File: src/rtl/led_ctrl_pkg.sv
// Mode encoding shared between the LED pattern controller and the config-side logic.
// Codes 5-7 are reserved and fold to OFF through decode_mode().
package led_ctrl_pkg;

  typedef enum logic [2:0] {
    MODE_OFF     = 3'd0,
    MODE_ON      = 3'd1,
    MODE_BLINK   = 3'd2,
    MODE_PWM     = 3'd3,
    MODE_BREATHE = 3'd4
  } led_mode_e;

  localparam int MODE_W = 3;

  function automatic led_mode_e decode_mode(input logic [MODE_W-1:0] code);
    led_mode_e m;
    case (code)
      3'd1:    m = MODE_ON;
      3'd2:    m = MODE_BLINK;
      3'd3:    m = MODE_PWM;
      3'd4:    m = MODE_BREATHE;
      default: m = MODE_OFF;
    endcase
    return m;
  endfunction

endpackage

File: src/rtl/led_channel.sv
// One LED channel: config registers, step divider, blink/breathe state and the mode mux.
// The raw output is combinational; the top registers it together with the enable gate.
module led_channel
  import led_ctrl_pkg::*;
#(
  parameter int RATE_W = 4,
  parameter int PWM_W  = 8
) (
  input  logic              clk,
  input  logic              rst,
  input  logic              we,
  input  logic              tick,
  input  logic [2:0]        cfg_mode,
  input  logic [RATE_W-1:0] cfg_rate,
  input  logic [PWM_W-1:0]  cfg_duty,
  input  logic [PWM_W-1:0]  pwm_cnt,
  output logic              raw
);

  localparam int SCW = (1 << RATE_W) - 1;
  localparam logic [SCW-1:0]   SC_ONE  = SCW'(1);
  localparam logic [SCW-1:0]   SC_ZERO = SCW'(0);
  localparam logic [PWM_W-1:0] LVL_MAX  = {PWM_W{1'b1}};
  localparam logic [PWM_W-1:0] LVL_ONE  = PWM_W'(1);
  localparam logic [PWM_W-1:0] LVL_ZERO = PWM_W'(0);

  led_mode_e         mode_q, mode_d;
  logic [RATE_W-1:0] rate_q, rate_d;
  logic [PWM_W-1:0]  duty_q, duty_d;
  logic [SCW-1:0]    step_cnt_q, step_cnt_d;
  logic              blink_q, blink_d;
  logic [PWM_W-1:0]  level_q, level_d;
  logic              dir_dn_q, dir_dn_d;
  logic [SCW-1:0]    step_term;

  // Terminal count 2^rate-1; for the top rate the shift wraps to zero and the subtract gives all ones.
  assign step_term = (SC_ONE << rate_q) - SC_ONE;

  // Next-state: a write reloads the channel and suppresses any step from a coincident tick.
  always_comb begin
    mode_d     = mode_q;
    rate_d     = rate_q;
    duty_d     = duty_q;
    step_cnt_d = step_cnt_q;
    blink_d    = blink_q;
    level_d    = level_q;
    dir_dn_d   = dir_dn_q;
    if (we) begin
      mode_d     = decode_mode(cfg_mode);
      rate_d     = cfg_rate;
      duty_d     = cfg_duty;
      step_cnt_d = SC_ZERO;
      blink_d    = 1'b1;
      level_d    = LVL_ZERO;
      dir_dn_d   = 1'b0;
    end else if (tick) begin
      if (step_cnt_q == step_term) begin
        step_cnt_d = SC_ZERO;
        blink_d    = ~blink_q;
        if (!dir_dn_q && (level_q == LVL_MAX)) begin
          dir_dn_d = 1'b1;
          level_d  = LVL_MAX - LVL_ONE;
        end else if (dir_dn_q && (level_q == LVL_ZERO)) begin
          dir_dn_d = 1'b0;
          level_d  = LVL_ONE;
        end else if (dir_dn_q) begin
          level_d = level_q - LVL_ONE;
        end else begin
          level_d = level_q + LVL_ONE;
        end
      end else begin
        step_cnt_d = step_cnt_q + SC_ONE;
      end
    end else begin
      step_cnt_d = step_cnt_q;
    end
  end

  // Channel state register.
  always_ff @(posedge clk or posedge rst) begin
    if (rst) begin
      mode_q     <= MODE_OFF;
      rate_q     <= {RATE_W{1'b0}};
      duty_q     <= LVL_ZERO;
      step_cnt_q <= SC_ZERO;
      blink_q    <= 1'b0;
      level_q    <= LVL_ZERO;
      dir_dn_q   <= 1'b0;
    end else begin
      mode_q     <= mode_d;
      rate_q     <= rate_d;
      duty_q     <= duty_d;
      step_cnt_q <= step_cnt_d;
      blink_q    <= blink_d;
      level_q    <= level_d;
      dir_dn_q   <= dir_dn_d;
    end
  end

  // Mode mux.
  always_comb begin
    raw = 1'b0;
    case (mode_q)
      MODE_ON:      raw = 1'b1;
      MODE_BLINK:   raw = blink_q;
      MODE_PWM:     raw = (pwm_cnt < duty_q);
      MODE_BREATHE: raw = (pwm_cnt < level_q);
      default:      raw = 1'b0;
    endcase
  end

endmodule

File: src/rtl/led_pattern_ctrl.sv
// Multi-channel LED pattern generator: global tick prescaler, shared PWM counter,
// write decode to the per-channel engines, and the gated, registered LED outputs.
module led_pattern_ctrl
  import led_ctrl_pkg::*;
#(
  parameter int CHANNELS = 5,
  parameter int PRESCALE = 12000,
  parameter int RATE_W   = 4,
  parameter int PWM_W    = 8,
  parameter int CW       = (CHANNELS > 1) ? $clog2(CHANNELS) : 1
) (
  input  logic                clk,
  input  logic                rst,
  input  logic                cfg_we,
  input  logic [CW-1:0]       cfg_chan,
  input  logic [2:0]          cfg_mode,
  input  logic [RATE_W-1:0]   cfg_rate,
  input  logic [PWM_W-1:0]    cfg_duty,
  input  logic [CHANNELS-1:0] enable,
  output logic [CHANNELS-1:0] led
);

  localparam int PSW = $clog2(PRESCALE);
  localparam logic [PSW-1:0] PRESC_LAST = PSW'(PRESCALE - 1);
  localparam logic [PSW-1:0] PRESC_ZERO = PSW'(0);
  localparam logic [PSW-1:0] PRESC_ONE  = PSW'(1);

  logic [PSW-1:0]      presc_q, presc_d;
  logic [PWM_W-1:0]    pwm_cnt_q, pwm_cnt_d;
  logic [CHANNELS-1:0] led_q, led_d;
  logic [CHANNELS-1:0] chan_we;
  logic [CHANNELS-1:0] raw;
  logic                tick;

  assign tick = (presc_q == PRESC_LAST);

  // Shared timebase and output gating.
  always_comb begin
    presc_d   = presc_q;
    pwm_cnt_d = pwm_cnt_q + PWM_W'(1);
    led_d     = enable & raw;
    if (tick) begin
      presc_d = PRESC_ZERO;
    end else begin
      presc_d = presc_q + PRESC_ONE;
    end
  end

  // Out-of-range channel indices match no engine and are silently dropped.
  always_comb begin
    chan_we = {CHANNELS{1'b0}};
    for (int i = 0; i < CHANNELS; i++) begin
      if (cfg_we && (cfg_chan == CW'(i))) begin
        chan_we[i] = 1'b1;
      end else begin
        chan_we[i] = 1'b0;
      end
    end
  end

  // Timebase and LED output registers.
  always_ff @(posedge clk or posedge rst) begin
    if (rst) begin
      presc_q   <= PRESC_ZERO;
      pwm_cnt_q <= PWM_W'(0);
      led_q     <= {CHANNELS{1'b0}};
    end else begin
      presc_q   <= presc_d;
      pwm_cnt_q <= pwm_cnt_d;
      led_q     <= led_d;
    end
  end

  for (genvar i = 0; i < CHANNELS; i++) begin : g_chan
    led_channel #(
      .RATE_W(RATE_W),
      .PWM_W (PWM_W)
    ) u_chan (
      .clk     (clk),
      .rst     (rst),
      .we      (chan_we[i]),
      .tick    (tick),
      .cfg_mode(cfg_mode),
      .cfg_rate(cfg_rate),
      .cfg_duty(cfg_duty),
      .pwm_cnt (pwm_cnt_q),
      .raw     (raw[i])
    );
  end

  assign led = led_q;

endmodule

File: config.mk
export PLATFORM = sky130hd
export DESIGN_NAME = led_pattern_ctrl
export DESIGN_NICKNAME = d
export VERILOG_FILES = /design/src/rtl/led_ctrl_pkg.sv /design/src/rtl/led_channel.sv /design/src/rtl/led_pattern_ctrl.sv
export SDC_FILE = /design/constraint.sdc
export NUM_CORES = 1
export LEC_CHECK = 0
export ABC_AREA = 0
export CORE_MARGIN = 5
export CORE_UTILIZATION = 31
export DETAILED_ROUTE_END_ITERATION = 6
export GPL_TIMING_DRIVEN = 0
export PLACE_DENSITY = 0.41
export RECOVER_POWER = 100
export SLEW_MARGIN = 20
export SYNTH_ARGS = -nofsm -noshare
export SYNTH_HDL_FRONTEND = slang
export SYNTH_SLANG_ARGS = --single-unit
File: constraint.sdc
create_clock -name clk -period 7.7 [get_ports clk]
set_input_delay 0.77 -clock clk [delete_from_list [all_inputs] [get_ports clk]]
set_output_delay 0.77 -clock clk [all_outputs]
set_load 0.01 [all_outputs]
==> results.yml <==
floorplan:
  initial_core_util_pct: 31.4
  num_rows: 83
  core_sq_um: 51400
  die_area_sq_um: 56700
  die-height_um: 238
  die-width_um: 238
  pin_count: 31
timing:
  hold_slack_ps: 486
  min_period_over_period_pct: 66.2
  hold_violations: 0
  setup_ws_ps: 2600
  relSlewSlack_pct: -110
  finClkSkew_ps: 13.5
  fin_crit_ps: 5100
  worst_pin_slew_ps: 3130
  rsz0062_at_grt: "no"
  setup_violations: 0
  max_freq_mhz: 196
  drv_slew: 150
  tns_ps: 0
clock_network:
  cts-buffers-inserted: 31
  clk_path_buf_depth: 3
  post_cts_buffers: 0
  insertion_delay_ps: 580
  cts.clk_slew.worst_paths_ps: 60
  root_buffer: "clkbuf_16"
  hold_buffers: 0
  cts_tree: "done"
  cts.sinks: 227
  htree_levels: 1
  cts_resized: 0
detailed_routing:
  ant_nets: 0
  drc: 0
  viasPerCell: 5.27
  finalWirelength_um: 49100
  first_iter_violations: 990
  drtPass1Iterations: 5
  route.vias.total: 14200
  routedWlPerCell_um: 18.3
worst_setup_path:
  cp.required_ps: 8140
  critPathKind: "reg2reg"
  path_max_fanout: 10
  ff2ff_path_depth: 15
  critPathCaptureType: "flop"
  critPathLaunchType: "flop"
  worstPathArrival_ps: 5540
logic_synthesis:
  yosys.area.top_type_share_pct: 35.2
  ys_seq_area_share_pct: 35.2
  synth_seq_cells: 227
  ys_types: 86
  async_reset_ff_share_pct: 100
  synthTopCellsByArea: "dfrtp_1 (35%), ha_1 (8.7%), o21ai_0 (5.7%)"
  synthFlopType: "dfrtp_1"
  synthCells: 1920
  synthesis.area_sq_um: 16100
  ys_warn_count: 0
  synth_edf_count: 0
  synth_nets: 2063
  avgSynthCellArea_sq_um: 8.40
  yosys.area.top_type: "dfrtp_1"
global_route:
  antenna_found_initial: 1
  grt_pass1_wl_um: 79200
  overflow: 0
  grt_pass1_vias: 13900
  grtUsageTotal_pct: 17.0
  grt_max_degree: 82
outcome:
  violations: "max-capacitance violations, max-slew violations"
  outcome: "finished, violations left"
cells_and_area:
  regArea_sq_um: 5680
  syn2layout_area_growth_pct: 13.4
  nNetsFinal: 2128
  finalCoreUtilization_pct: 35.6
  num-fill-cells: 5394
  drive_gt1_share_pct: 4.43
  num_antenna_cells: 0
  multi_input_area_sq_um: 9500
placed_design:
  gp_congestion: 0.816
  dp_hpwl_um: 34600
  dpl_worst_slack_ps: 3660
  io_buffers: 30
worst_hold_path:
  hold_class: "reg2reg"
  holdPathStages: 2
power_and_ir_drop:
  leakagePower_nw: 7.92
  total_power_mw: 3.81
  power.density_nw_per_um2: 208
  ir_worst_vdd_v: 0.000168
run:
  cap_violations: 3
-- layer usage --
metal  global-route usage, %  part of all wire [%]  up-vias
met5                       0                     0        -
met4                    3.62                   2.1        0
met3                    1.99                   2.6       68
met2                    28.1                    46      177
met1                    24.2                    49     6914
li1                        -                     -     7000
-- placed cells by master, fill, tap and decap left out, drive strengths merged, types with 17 or more instances in the layout --
cell,count
o21ai,189
nor2b,19
nand2,225
mux2i,28
ha,112
a21o,32
nand3,88
xnor2,64
xor2,44
a22oi,20
nand2b,26
a21oi,81
nor3,23
inv,111
and3,44
dfrtp,227
clkbuf,144
nor4,20
nor2,136
a211oi,17
clkdlybuf4s50,22
nand4,34
buf,18
-- cells by family after synthesis --
family | share of synthesized area, %
compound gates | 19.0
xor+xnor | 5.86
fa+ha+maj | 9.37
buf+inv | 5.79
flops | 35.2
mux | 2.13
simple gates | 22.6
-- critical path: stages, from the launching register on --
cell and delay [ps]:
dfrtp_1 400, clkbuf_1 250, nor4_1 480, inv_1 90, ha_1 200, clkbuf_1 220
or3b_1 220, a21oi_1 70, or3_1 350, a2111oi_0 830, and4_1 340, clkbuf_1 370
or2_2 190, clkbuf_1 410, clkbuf_1 420, nor2_1 100
-- through the flow --
step	instance area, sq um	std cells
after floorplan	16100	1920
after global placement	17300	2630
after detailed placement	17400	2632
after CTS	18400	2689
after global routing	18300	2689
final	18300	2689
-- layout make-up --
class / count / area share, %
multi-input cells: 1466 / 51.9
well taps: 680 / 4.65
clock buffers: 44 / 4.95
clock inverters: 13 / 0.828
repair buffers: 32 / 1.82
plain buffers: 116 / 2.50
flip-flops and latches: 227 / 31.1
inverters: 111 / 2.28
-- registers in the layout (all words and copies together) (netlist names) --
register and cells:
g_chan.u_chan.step_cnt_q 75, g_chan.u_chan.level_q 40, g_chan.u_chan.dir_dn_q 5, presc_q 14
pwm_cnt_q 8, g_chan.u_chan.blink_q 5, led 5, g_chan.u_chan.mode_q 15
g_chan.u_chan.duty_q 40, g_chan.u_chan.rate_q 20
-- synthesized netlist by cell type, types with 22 or more instances --
| master | instances |
|---|---|
| xor2_1 | 44 |
| mux2i_1 | 28 |
| nor2_1 | 136 |
| nand3_1 | 88 |
| a21o_1 | 32 |
| buf_2 | 22 |
| ha_1 | 112 |
| nand2_1 | 225 |
| xnor2_1 | 64 |
| and3_1 | 44 |
| clkbuf_1 | 74 |
| o21ai_0 | 184 |
| nand2b_1 | 26 |
| dfrtp_1 | 227 |
| nor3_1 | 23 |
| a21oi_1 | 81 |
| nand4_1 | 34 |
| inv_1 | 111 |
-- path summary, 6_finish.rpt --
kind	end	slack [ps]	from
worst max-delay path	g_chan[4].u_chan.step_cnt_q[8]	2600	g_chan[4].u_chan.rate_q[0]
worst min-delay path	g_chan[0].u_chan.duty_q[0]	490	g_chan[0].u_chan.duty_q[0]
worst max register to register	g_chan[4].u_chan.step_cnt_q[8]	2600	g_chan[4].u_chan.rate_q[0]
worst min register to register	g_chan[0].u_chan.duty_q[0]	490	g_chan[0].u_chan.duty_q[0]
max in group asynchronous	g_chan[0].u_chan.level_q[2]	2950	rst
min in group asynchronous	g_chan[3].u_chan.step_cnt_q[10]	1520	rst
-- report_power, final --
group	leakage (nW)	total (mW)	internal, mW	switching (mW)
sequential	2.96	1.42	1.31	0.109
clock	0.528	1.49	0.912	0.581
combinational	4.43	0.896	0.371	0.525
total	7.92	3.81	2.60	1.22
No activity file was read; power rests on OpenSTA's default activity.
